==> src/rtl/hazard_stall_unit_pkg.sv <==
// Shared types and defaults for the pipeline hazard stall/flush unit.
package hazard_stall_unit_pkg;

  typedef enum logic {
    IDLE     = 1'b0,
    MDU_BUSY = 1'b1
  } hz_state_t;

  localparam int REG_AW_DEF  = 5;
  localparam int MUL_LAT_DEF = 4;
  localparam int DIV_LAT_DEF = 16;
  localparam int CNT_W_DEF   = 32;

  // Architectural register $zero; never a real data dependency.
  localparam int ZERO_REG = 0;

endpackage

==> src/rtl/hazard_stall_unit_if.sv <==
// Pipeline-side hazard inputs and stall/flush controls of the hazard stall unit.
interface hazard_stall_unit_if #(
  parameter int REG_AW = hazard_stall_unit_pkg::REG_AW_DEF,
  parameter int CNT_W  = hazard_stall_unit_pkg::CNT_W_DEF
);
  logic              IDEX_MemRead_i;
  logic [REG_AW-1:0] IDEX_Rt_i;
  logic [REG_AW-1:0] IFID_Rs_i;
  logic [REG_AW-1:0] IFID_Rt_i;
  logic              IFID_useRt_i;
  logic              EX_branch_taken_i;
  logic              EX_mdu_start_i;
  logic              EX_mdu_is_div_i;
  logic              PC_write_o;
  logic              IFID_write_o;
  logic              IFID_flush_o;
  logic              IDEX_write_o;
  logic              IDEX_bubble_o;
  logic              EXMEM_bubble_o;
  logic [CNT_W-1:0]  stall_cycles_o;

  modport master (
    output IDEX_MemRead_i, IDEX_Rt_i, IFID_Rs_i, IFID_Rt_i, IFID_useRt_i,
           EX_branch_taken_i, EX_mdu_start_i, EX_mdu_is_div_i,
    input  PC_write_o, IFID_write_o, IFID_flush_o, IDEX_write_o,
           IDEX_bubble_o, EXMEM_bubble_o, stall_cycles_o
  );

  modport slave (
    input  IDEX_MemRead_i, IDEX_Rt_i, IFID_Rs_i, IFID_Rt_i, IFID_useRt_i,
           EX_branch_taken_i, EX_mdu_start_i, EX_mdu_is_div_i,
    output PC_write_o, IFID_write_o, IFID_flush_o, IDEX_write_o,
           IDEX_bubble_o, EXMEM_bubble_o, stall_cycles_o
  );
endinterface

==> src/rtl/hazard_stall_unit_sat_counter.sv <==
// Saturating up-counter with synchronous reset and increment enable.
module sat_counter #(
  parameter int CNT_W = 32
) (
  input  logic             clk_i,
  input  logic             rst_i,
  input  logic             inc,
  output logic [CNT_W-1:0] count
);

  // NOTE: sequential state uses non-blocking assignments so every flop samples pre-edge values.
  always_ff @(posedge clk_i) begin
    if (rst_i)
      count <= '0;
    else if (inc && (count != '1))
      count <= count + CNT_W'(1);
  end

endmodule

==> src/rtl/hazard_stall_unit.sv <==
// Load-use bubble, MUL/DIV front-end freeze and taken-branch squash controller.
module hazard_stall_unit
  import hazard_stall_unit_pkg::*;
#(
  parameter int REG_AW  = REG_AW_DEF,
  parameter int MUL_LAT = MUL_LAT_DEF,
  parameter int DIV_LAT = DIV_LAT_DEF,
  parameter int CNT_W   = CNT_W_DEF
) (
  input  logic               clk_i,
  input  logic               rst_i,
  hazard_stall_unit_if.slave bus
);

  localparam int MAX_LAT = (MUL_LAT > DIV_LAT) ? MUL_LAT : DIV_LAT;
  localparam int CW      = (MAX_LAT > 1) ? $clog2(MAX_LAT) : 1;

  // Busy state covers cycles 2..L of the operation, so it is loaded with L-2.
  localparam logic [CW-1:0] MUL_INIT  = CW'((MUL_LAT > 1) ? MUL_LAT - 2 : 0);
  localparam logic [CW-1:0] DIV_INIT  = CW'((DIV_LAT > 1) ? DIV_LAT - 2 : 0);
  localparam bit            MUL_MULTI = (MUL_LAT > 1);
  localparam bit            DIV_MULTI = (DIV_LAT > 1);

  hz_state_t       state, state_nxt;
  logic [CW-1:0]   cnt, cnt_nxt;
  logic            mdu_multi;
  logic [CW-1:0]   mdu_init;
  logic            load_use;
  logic            pc_write, ifid_write, ifid_flush, idex_write, idex_bubble, exmem_bubble;
  logic [CNT_W-1:0] stall_cycles;

  assign mdu_multi = bus.EX_mdu_is_div_i ? DIV_MULTI : MUL_MULTI;
  assign mdu_init  = bus.EX_mdu_is_div_i ? DIV_INIT  : MUL_INIT;

  assign load_use = bus.IDEX_MemRead_i
                  && (bus.IDEX_Rt_i != REG_AW'(ZERO_REG))
                  && ((bus.IDEX_Rt_i == bus.IFID_Rs_i)
                      || (bus.IFID_useRt_i && (bus.IDEX_Rt_i == bus.IFID_Rt_i)));

  always_ff @(posedge clk_i) begin
    if (rst_i) begin
      state <= IDLE;
      cnt   <= '0;
    end else begin
      state <= state_nxt;
      cnt   <= cnt_nxt;
    end
  end

  // NOTE: every always_comb output gets a default first so no path infers a latch.
  always_comb begin
    state_nxt = state;
    cnt_nxt   = cnt;
    case (state)
      IDLE: begin
        if (!bus.EX_branch_taken_i && bus.EX_mdu_start_i && mdu_multi) begin
          state_nxt = MDU_BUSY;
          cnt_nxt   = mdu_init;
        end
      end
      MDU_BUSY: begin
        if (cnt == '0)
          state_nxt = IDLE;
        else
          cnt_nxt = cnt - CW'(1);
      end
      default: state_nxt = IDLE;
    endcase
  end

  always_comb begin
    pc_write     = 1'b1;
    ifid_write   = 1'b1;
    ifid_flush   = 1'b0;
    idex_write   = 1'b1;
    idex_bubble  = 1'b0;
    exmem_bubble = 1'b0;
    if (rst_i) begin
      // Reset cycle keeps the default pass-through controls.
    end else if (state == MDU_BUSY) begin
      pc_write     = 1'b0;
      ifid_write   = 1'b0;
      idex_write   = 1'b0;
      exmem_bubble = 1'b1;
    end else if (bus.EX_branch_taken_i) begin
      ifid_flush  = 1'b1;
      idex_bubble = 1'b1;
    end else if (bus.EX_mdu_start_i) begin
      if (mdu_multi) begin
        pc_write     = 1'b0;
        ifid_write   = 1'b0;
        idex_write   = 1'b0;
        exmem_bubble = 1'b1;
      end
    end else if (load_use) begin
      pc_write    = 1'b0;
      ifid_write  = 1'b0;
      idex_bubble = 1'b1;
    end
  end

  sat_counter #(.CNT_W(CNT_W)) u_stall_cnt (
    .clk_i (clk_i),
    .rst_i (rst_i),
    .inc   (!pc_write),
    .count (stall_cycles)
  );

  assign bus.PC_write_o     = pc_write;
  assign bus.IFID_write_o   = ifid_write;
  assign bus.IFID_flush_o   = ifid_flush;
  assign bus.IDEX_write_o   = idex_write;
  assign bus.IDEX_bubble_o  = idex_bubble;
  assign bus.EXMEM_bubble_o = exmem_bubble;
  assign bus.stall_cycles_o = stall_cycles;

endmodule

==> src/flat_wrapper.sv <==
// flat-port wrapper written by rule: the top's interface ports become plain ports
module hazard_stall_unit_flat import hazard_stall_unit_pkg::*;
#(
  parameter int REG_AW  = REG_AW_DEF,
  parameter int MUL_LAT = MUL_LAT_DEF,
  parameter int DIV_LAT = DIV_LAT_DEF,
  parameter int CNT_W   = CNT_W_DEF
)
  (clk_i, rst_i, bus_IDEX_MemRead_i, bus_IDEX_Rt_i, bus_IFID_Rs_i, bus_IFID_Rt_i, bus_IFID_useRt_i, bus_EX_branch_taken_i, bus_EX_mdu_start_i, bus_EX_mdu_is_div_i, bus_PC_write_o, bus_IFID_write_o, bus_IFID_flush_o, bus_IDEX_write_o, bus_IDEX_bubble_o, bus_EXMEM_bubble_o, bus_stall_cycles_o);
  hazard_stall_unit_if #(.REG_AW(REG_AW), .CNT_W(CNT_W)) bus_i ();
  input  logic clk_i;
  input  logic rst_i;
  input wire logic [$bits(bus_i.IDEX_MemRead_i)-1:0] bus_IDEX_MemRead_i;
  input wire logic [$bits(bus_i.IDEX_Rt_i)-1:0] bus_IDEX_Rt_i;
  input wire logic [$bits(bus_i.IFID_Rs_i)-1:0] bus_IFID_Rs_i;
  input wire logic [$bits(bus_i.IFID_Rt_i)-1:0] bus_IFID_Rt_i;
  input wire logic [$bits(bus_i.IFID_useRt_i)-1:0] bus_IFID_useRt_i;
  input wire logic [$bits(bus_i.EX_branch_taken_i)-1:0] bus_EX_branch_taken_i;
  input wire logic [$bits(bus_i.EX_mdu_start_i)-1:0] bus_EX_mdu_start_i;
  input wire logic [$bits(bus_i.EX_mdu_is_div_i)-1:0] bus_EX_mdu_is_div_i;
  output wire logic [$bits(bus_i.PC_write_o)-1:0] bus_PC_write_o;
  output wire logic [$bits(bus_i.IFID_write_o)-1:0] bus_IFID_write_o;
  output wire logic [$bits(bus_i.IFID_flush_o)-1:0] bus_IFID_flush_o;
  output wire logic [$bits(bus_i.IDEX_write_o)-1:0] bus_IDEX_write_o;
  output wire logic [$bits(bus_i.IDEX_bubble_o)-1:0] bus_IDEX_bubble_o;
  output wire logic [$bits(bus_i.EXMEM_bubble_o)-1:0] bus_EXMEM_bubble_o;
  output wire logic [$bits(bus_i.stall_cycles_o)-1:0] bus_stall_cycles_o;
  assign bus_i.IDEX_MemRead_i = bus_IDEX_MemRead_i;
  assign bus_i.IDEX_Rt_i = bus_IDEX_Rt_i;
  assign bus_i.IFID_Rs_i = bus_IFID_Rs_i;
  assign bus_i.IFID_Rt_i = bus_IFID_Rt_i;
  assign bus_i.IFID_useRt_i = bus_IFID_useRt_i;
  assign bus_i.EX_branch_taken_i = bus_EX_branch_taken_i;
  assign bus_i.EX_mdu_start_i = bus_EX_mdu_start_i;
  assign bus_i.EX_mdu_is_div_i = bus_EX_mdu_is_div_i;
  assign bus_PC_write_o = bus_i.PC_write_o;
  assign bus_IFID_write_o = bus_i.IFID_write_o;
  assign bus_IFID_flush_o = bus_i.IFID_flush_o;
  assign bus_IDEX_write_o = bus_i.IDEX_write_o;
  assign bus_IDEX_bubble_o = bus_i.IDEX_bubble_o;
  assign bus_EXMEM_bubble_o = bus_i.EXMEM_bubble_o;
  assign bus_stall_cycles_o = bus_i.stall_cycles_o;
  hazard_stall_unit #(.REG_AW(REG_AW), .MUL_LAT(MUL_LAT), .DIV_LAT(DIV_LAT), .CNT_W(CNT_W)) u_core (.clk_i(clk_i), .rst_i(rst_i), .bus(bus_i));
endmodule
==> config.mk <==
export PLATFORM = sky130hd
export DESIGN_NAME = hazard_stall_unit_flat
export DESIGN_NICKNAME = d
export VERILOG_FILES = /design/src/rtl/hazard_stall_unit_pkg.sv /design/src/rtl/hazard_stall_unit_if.sv /design/src/rtl/hazard_stall_unit_sat_counter.sv /design/src/rtl/hazard_stall_unit.sv /design/src/flat_wrapper.sv
export SDC_FILE = /design/constraint.sdc
export NUM_CORES = 1
export LEC_CHECK = 0
export CORE_MARGIN = 1
export CORE_UTILIZATION = 47
export CTS_CLUSTER_SIZE = 28
export DETAILED_ROUTE_END_ITERATION = 8
export PLACE_DENSITY = 0.88
export REMOVE_ABC_BUFFERS = 1
export SETUP_SLACK_MARGIN = 0.4
export SKIP_CTS_REPAIR_TIMING = 1
export SYNTH_ARGS = -nofsm -noshare
export SYNTH_HDL_FRONTEND = slang
export SYNTH_SLANG_ARGS = --single-unit
export TNS_END_PERCENT = 100
==> constraint.sdc <==
create_clock -name clk_i -period 2.4 [get_ports clk_i]
set_input_delay 0.48 -clock clk_i [delete_from_list [all_inputs] [get_ports clk_i]]
set_output_delay 0.48 -clock clk_i [all_outputs]
set_load 0.02 [all_outputs]
==> results.py, run 1 <==
metrics = {
    "outcome": {
        "status": "complete, no violations",
    },
    "placement": {
        "place_congestion": 0.8052,
        "port_buffers": 59,
        "post_dp_cell_area_um2": 2804,
        "place_hpwl_mm": 3.762,
    },
    "worst_setup_path": {
        "r2r_start": "u_core.u_stall_cnt.count[27]$_SDFFE_PP0P_",
        "endpoint": "u_core.u_stall_cnt.count[27]$_SDFFE_PP0P_",
        "crit_required_ns": 2.62,
        "crit_chain": "buf_6 -> buf_4 -> xnor2_1 -> nand3_1 -> o22ai_2 -> buf_4 -> a21o_4 -> buf_12 -> buf_12 -> nand3_4 -> or4_1 -> a21oi_1",
        "critPathKind": "input pin to register",
        "cpMaxStageDelayCell": "or4_1",
        "cp-end-kind": "register",
        "critPathLaunchType": "input pin",
        "regToRegSetupSlack_ns": 0.22,
        "r2r-end": "u_core.u_stall_cnt.count[14]$_SDFFE_PP0P_",
        "crit_start": "bus_IDEX_Rt_i[0]",
        "rr_worst_depth": 7,
        "arrival_ns": 2.56,
        "critPathMaxFanout": 7,
        "cpPeakStageDelay_ns": 0.51,
    },
    "global_route": {
        "gr-total-overflow": 0,
        "first_global_vias": 1870,
        "antenna_found_initial": 0,
        "grt_max_degree": 30,
        "grt_use_total_pct": 24.51,
        "grt_pass1_wl_mm": 8.493,
    },
    "drt": {
        "initialDrtViolationCount": 270,
        "wl_mm": 8.058,
        "drt_pass1_iterations": 5,
        "drtAntennaViolNets": 0,
        "route.detailed.drc": 0,
        "avgRoutedWirePerCell_um": 20.66,
        "vias_per_cell": 6.067,
        "num_vias": 2366,
    },
    "synthesis": {
        "seq_area_frac_synth_pct": 36.08,
        "synthArstFlopShare_pct": 0,
        "yosysWarnings": 0,
        "syn_avg_cell_area_um2": 8.313,
        "synth_flop_cell": "dfxtp_1",
        "ys_ff_latch": 37,
        "synth_edf_count": 0,
        "synthCells": 247,
        "synthesis.area_um2": 2053,
        "yosys.cell_types.count": 45,
    },
    "cts": {
        "clk_path_buf_depth": 2,
        "clk_pin_slew_ns": 0.07,
        "h-tree-depth": 2,
        "cts_sinks": 37,
        "cts_inserted_buffers": 5,
        "clk_latency_ns": 0.30,
        "cts_tree": "built",
        "root_buffer": "clkbuf_8",
    },
    "layout": {
        "post-route-util_pct": 83.89,
        "register_area_um2": 745.7,
        "drive_gt1_share_pct": 30.00,
        "final_common_cell": "nor2_1",
        "synthToLayoutAreaGrowth_pct": 66.97,
        "fin_nets": 364,
        "final_area_um2": 3428,
        "layout_common_cells": "nor2_1 (37), clkdlybuf4s50_1 (35), dfxtp_1 (33), buf_4 (26), xor2_1 (20)",
        "multi_input_area_um2": 1495,
        "diodes": 0,
        "fill_cells": 225,
    },
    "power": {
        "p_leak_nw": 1.429,
        "p_per_area_nw_per_um2": 412.9,
        "p_sw_mw": 0.3882,
        "vdd.ir_drop.worst_mv": 0.3405,
        "power.total_mw": 1.416,
        "sw_frac_of_total_pct": 27.42,
        "power_frac_clock_pct": 35.7,
        "p_comb_share_pct": 19.1,
        "p_int_mw": 1.027,
        "seqPwrFrac_pct": 45.2,
    },
    "floorplanning": {
        "die_h_um": 68.10,
        "ioPinCount": 60,
        "core_area_um2": 4086,
        "rows": 23,
        "dieArea_um2": 4637,
        "die_w_um": 68.10,
        "start_util_pct": 50.24,
    },
    "flow_run": {
        "cap_violations": 0,
    },
    "timing": {
        "min_period_ns": 2.335,
        "setup_viol_count_final": 0,
        "max_freq_mhz": 428.4,
        "grt_setup_unrepaired": "yes",
        "hold_viol_final": 0,
        "timing.hold.ws_ns": 0.4957,
        "worstMarginPinSlew_ns": 0.4743,
        "slew_headroom_pct": 68.14,
        "finClkSkew_ns": 0.009194,
        "setup_tns_ns": 0,
        "min_period_over_period_pct": 97.27,
        "maxSlewViolCount": 0,
    },
    "min_path": {
        "hold_path_class": "register to register",
    },
}
worst min path at each step:
stage                          startpoint                          to  slack (ns)  cells past startpoint
6_report       u_core.cnt[0]$_SDFFE_PP0P_  u_core.cnt[0]$_SDFFE_PP0P_        0.50                      2
3_5_place_dp   u_core.cnt[0]$_SDFFE_PP0P_  u_core.cnt[0]$_SDFFE_PP0P_        0.48                      2
2_1_floorplan  u_core.cnt[0]$_SDFFE_PP0P_  u_core.cnt[0]$_SDFFE_PP0P_        0.45                      2
4_1_cts        u_core.cnt[0]$_SDFFE_PP0P_  u_core.cnt[0]$_SDFFE_PP0P_        0.49                      2
3_3_place_gp   u_core.cnt[0]$_SDFFE_PP0P_  u_core.cnt[0]$_SDFFE_PP0P_        0.47                      2
5_1_grt        u_core.cnt[0]$_SDFFE_PP0P_  u_core.cnt[0]$_SDFFE_PP0P_        0.52                      2
routing by layer:
metal	part of all wire, %	track usage (%)	vias to the layer above
li1	-	-	1044
met1	38	28.83	1132
met2	50	42.03	153
met3	6.9	6.667	37
met4	4.4	9.115	0
met5	0	0	-
flip-flops by register name, indices dropped and copies added (netlist names):
| name | cells |
|---|---|
| u_core.state | 1 |
| u_core.cnt | 4 |
| u_core.u_stall_cnt.count | 32 |
stage by stage:
| step | std cells | setup slack [ns] |
|---|---|---|
| finish | 390 | 0.06548 |
| CTS | 372 | -0.6884 |
| floorplan | 234 | -0.2917 |
| detailed placement | 364 | -0.6696 |
| global placement | 364 | -0.6117 |
| global route | 390 | 0.008433 |
cells by family (layout without fill, tap and decap cells):
family / after synthesis / in the layout / synth area share, %
xor+xnor: 37 / 37 / 15.78
flops: 37 / 37 / 36.08
compound gates: 24 / 24 / 7.800
buf+inv: 20 / 111 / 4.205
simple gates: 126 / 128 / 34.31
fa+ha+maj: 3 / 3 / 1.828
worst max-delay path: cells and delay by family:
family	cells	cell delay (ns)
buffers and inverters	5	0.63
AOI/OAI and AO/OA	3	0.54
and+or+nand+nor	3	0.73
xor gates and xnor gates	1	0.18
final cells by class:
| class | instances | share of cell area (%) |
|---|---|---|
| sequential | 37 | 21.75 |
| inverter | 7 | 0.8394 |
| tap | 50 | 1.825 |
| clock buffer | 7 | 2.810 |
| multi-input combinational | 192 | 43.61 |
| clock inverter | 1 | 0.1460 |
| timing repair buffer | 96 | 29.01 |
power groups by stage:
stage	Combinational, mW	Clock (mW)	Sequential [mW]
final	0.271	0.505	0.640
after CTS	0.196	0.492	0.638
after detailed placement	0.195	0	0.652
after global routing	0.286	0.532	0.641
after global placement	0.189	0	0.651
after floorplan	0.0866	0	0.652
cells in the mapped netlist, drive strengths merged, types with 2 or more instances:
cell    instances  area [um^2]
and4            3        26.28
o31ai           3        22.52
buf             7        37.54
nand4          11        75.07
nor3            4        20.02
and3           11        68.82
nand3          23        132.6
nand2          19        71.32
o21a            2        15.01
nor4            2        27.53
xnor2          14        122.6
dfxtp          37        740.7
and2            3        21.27
inv             7        26.28
or4             3        22.52
xor2           23        201.4
nor2           38        142.6
o21ai           4        20.01
o211ai          2        15.01
ha              3        37.54
a21oi           5        25.02
nand3b          3        22.52
clkbuf          6        22.52
(Power assumes the default switching activity.)
==> inputs of run 2 (changes only) <==
--- a/config.mk
+++ b/config.mk
@@ -6,10 +6,10 @@
 export NUM_CORES = 1
 export LEC_CHECK = 0
 export CORE_MARGIN = 1
-export CORE_UTILIZATION = 47
+export CORE_UTILIZATION = 33
 export CTS_CLUSTER_SIZE = 28
 export DETAILED_ROUTE_END_ITERATION = 8
-export PLACE_DENSITY = 0.88
+export PLACE_DENSITY = 0.68
 export REMOVE_ABC_BUFFERS = 1
 export SETUP_SLACK_MARGIN = 0.4
 export SKIP_CTS_REPAIR_TIMING = 1
==> results.py, run 2 (synthesized netlist as in run 1, its figures left out) <==
metrics = {
    "layout": {
        "layout_common_cells": "nor2_1 (38), clkdlybuf4s50_1 (35), dfxtp_1 (35), buf_4 (24), xor2_1 (23)",
        "top_regs": "u_core.u_stall_cnt.count: 32 flops, u_core.cnt: 4 flops, u_core.state: 1 flops",
        "drive_gt1_share_pct": 27.86,
        "synthToLayoutAreaGrowth_pct": 68.01,
        "final_area_um2": 3450,
        "top_register": "u_core.u_stall_cnt.count",
        "fill_cells": 528,
        "diodes": 0,
        "largest_reg_flops": 32,
        "final_common_cell": "nor2_1",
        "fin_nets": 365,
        "post-route-util_pct": 57.92,
    },
    "timing": {
        "maxSlewViolCount": 0,
        "fin_ws_ns": 0.1567,
        "slew_headroom_pct": 75.22,
        "hold_viol_final": 0,
        "worstMarginPinSlew_ns": 0.3717,
        "finClkSkew_ns": 0.01117,
        "max_freq_mhz": 445.8,
        "min_period_ns": 2.243,
        "setup_tns_ns": 0,
        "setup_viol_count_final": 0,
        "min_period_over_period_pct": 93.47,
        "grt_setup_unrepaired": "yes",
        "timing.hold.ws_ns": 0.4969,
    },
    "floorplanning": {
        "die_h_um": 80.88,
        "dieArea_um2": 6542,
        "die_w_um": 80.88,
        "core_area_um2": 5956,
        "rows": 28,
        "start_util_pct": 34.47,
        "ioPinCount": 60,
    },
    "placement": {
        "place_congestion": 0.7480,
        "place_hpwl_mm": 3.598,
        "port_buffers": 59,
        "post-place-ws_ns": -0.6120,
        "post_dp_cell_area_um2": 2835,
    },
    "power": {
        "vdd.ir_drop.worst_mv": 0.2233,
        "p_leak_nw": 1.502,
        "p_per_area_nw_per_um2": 427.8,
    },
    "drt": {
        "avgRoutedWirePerCell_um": 14.85,
        "route.detailed.drc": 0,
        "num_vias": 2150,
        "wl_mm": 6.179,
        "initialDrtViolationCount": 99,
        "drt_pass1_iterations": 5,
        "drtAntennaViolNets": 0,
        "vias_per_cell": 5.168,
    },
    "global_route": {
        "first_global_vias": 1847,
        "gr-total-overflow": 0,
        "antenna_found_initial": 0,
        "grt_max_degree": 26,
        "grt_use_total_pct": 16.35,
        "grt_pass1_wl_mm": 8.169,
    },
    "outcome": {
        "status": "complete, no violations",
    },
    "worst_setup_path": {
        "critPathKind": "input pin to primary output",
        "cp-end-kind": "primary output",
        "critPathLaunchType": "input pin",
        "critPathMaxFanout": 2,
        "arrival_ns": 1.76,
        "crit_required_ns": 1.92,
    },
    "cts": {
        "h-tree-depth": 2,
        "clk_pin_slew_ns": 0.08,
        "cts_sinks": 37,
        "clk_path_buf_depth": 2,
        "root_buffer": "clkbuf_8",
        "cts_tree": "built",
        "clk_latency_ns": 0.31,
        "cts_inserted_buffers": 5,
    },
    "min_path": {
        "hold_path_class": "register to register",
    },
    "flow_run": {
        "cap_violations": 0,
    },
}
[run 2: cell types whose count changed in the layout (fill, tap and decap cells not counted), sizes merged]
cell	change
dlymetal6s2s	+2
nand4b	+1
bufinv	+1
clkbuf	-1
buf	-3
clkinvlp	+1
[run 2: final cells by class]
| cell class | instances | area [um^2] | share of cell area [%] |
|---|---|---|---|
| clock buffer | 5 | 68.82 | 1.995 |
| inverter | 7 | 28.78 | 0.8342 |
| timing repair buffer | 96 | 1002 | 29.05 |
| tap | 75 | 93.84 | 2.720 |
| sequential | 37 | 743.2 | 21.55 |
| clock inverter | 3 | 46.29 | 1.342 |
| multi-input combinational | 193 | 1466 | 42.51 |
[run 2: power breakdown]
part | internal [mW] | switching, mW
Combinational | 0.146 | 0.120
Sequential | 0.625 | 0.0126
Clock | 0.311 | 0.261
[run 2: worst max-delay path, cell delays in order]
cell and delay (ns):
buf_6 0.09, or4_4 0.52, o21ai_2 0.18, buf_4 0.14
nor3b_2 0.04, o21a_1 0.19, buf_6 0.13
[run 2: final timing paths]
| kind | from | endpoint | slack (ns) | cells past startpoint |
|---|---|---|---|---|
| hold reg to reg | u_core.cnt[0]$_SDFFE_PP0P_ | u_core.cnt[0]$_SDFFE_PP0P_ | 0.50 | 2 |
| setup / recovery | bus_IDEX_Rt_i[3] | bus_IDEX_bubble_o | 0.16 | 7 |
| hold / removal | u_core.cnt[0]$_SDFFE_PP0P_ | u_core.cnt[0]$_SDFFE_PP0P_ | 0.50 | 2 |
| setup reg to reg | u_core.u_stall_cnt.count[18]$_SDFFE_PP0P_ | u_core.u_stall_cnt.count[29]$_SDFFE_PP0P_ | 0.42 | 5 |
[run 2: per-layer routing]
| metal | wire (um) | global-route usage, % | vias to the layer above |
|---|---|---|---|
| li1 | - | - | 1059 |
| met3 | 315 | 4.719 | 7 |
| met2 | 3036 | 26.72 | 59 |
| met4 | 76 | 7.500 | 0 |
| met5 | 0 | 0 | - |
| met1 | 2750 | 19.71 | 1025 |
[run 2: per-stage QoR]
step	total power, mW	instances
after floorplan	0.7388	234
after global placement	0.8440	389
after detailed placement	0.8459	389
after CTS	1.402	397
after global routing	1.526	416
final	1.476	416
==> inputs of run 3 (changes only) <==
--- a/config.mk
+++ b/config.mk
@@ -6,10 +6,10 @@
 export NUM_CORES = 1
 export LEC_CHECK = 0
 export CORE_MARGIN = 1
-export CORE_UTILIZATION = 33
+export CORE_UTILIZATION = 47
 export CTS_CLUSTER_SIZE = 28
 export DETAILED_ROUTE_END_ITERATION = 8
-export PLACE_DENSITY = 0.68
+export PLACE_DENSITY = 0.88
 export REMOVE_ABC_BUFFERS = 1
 export SETUP_SLACK_MARGIN = 0.4
 export SKIP_CTS_REPAIR_TIMING = 1
==> results of run 3 <==
The final DEF is identical to that of run 1; final timing and power are the same.
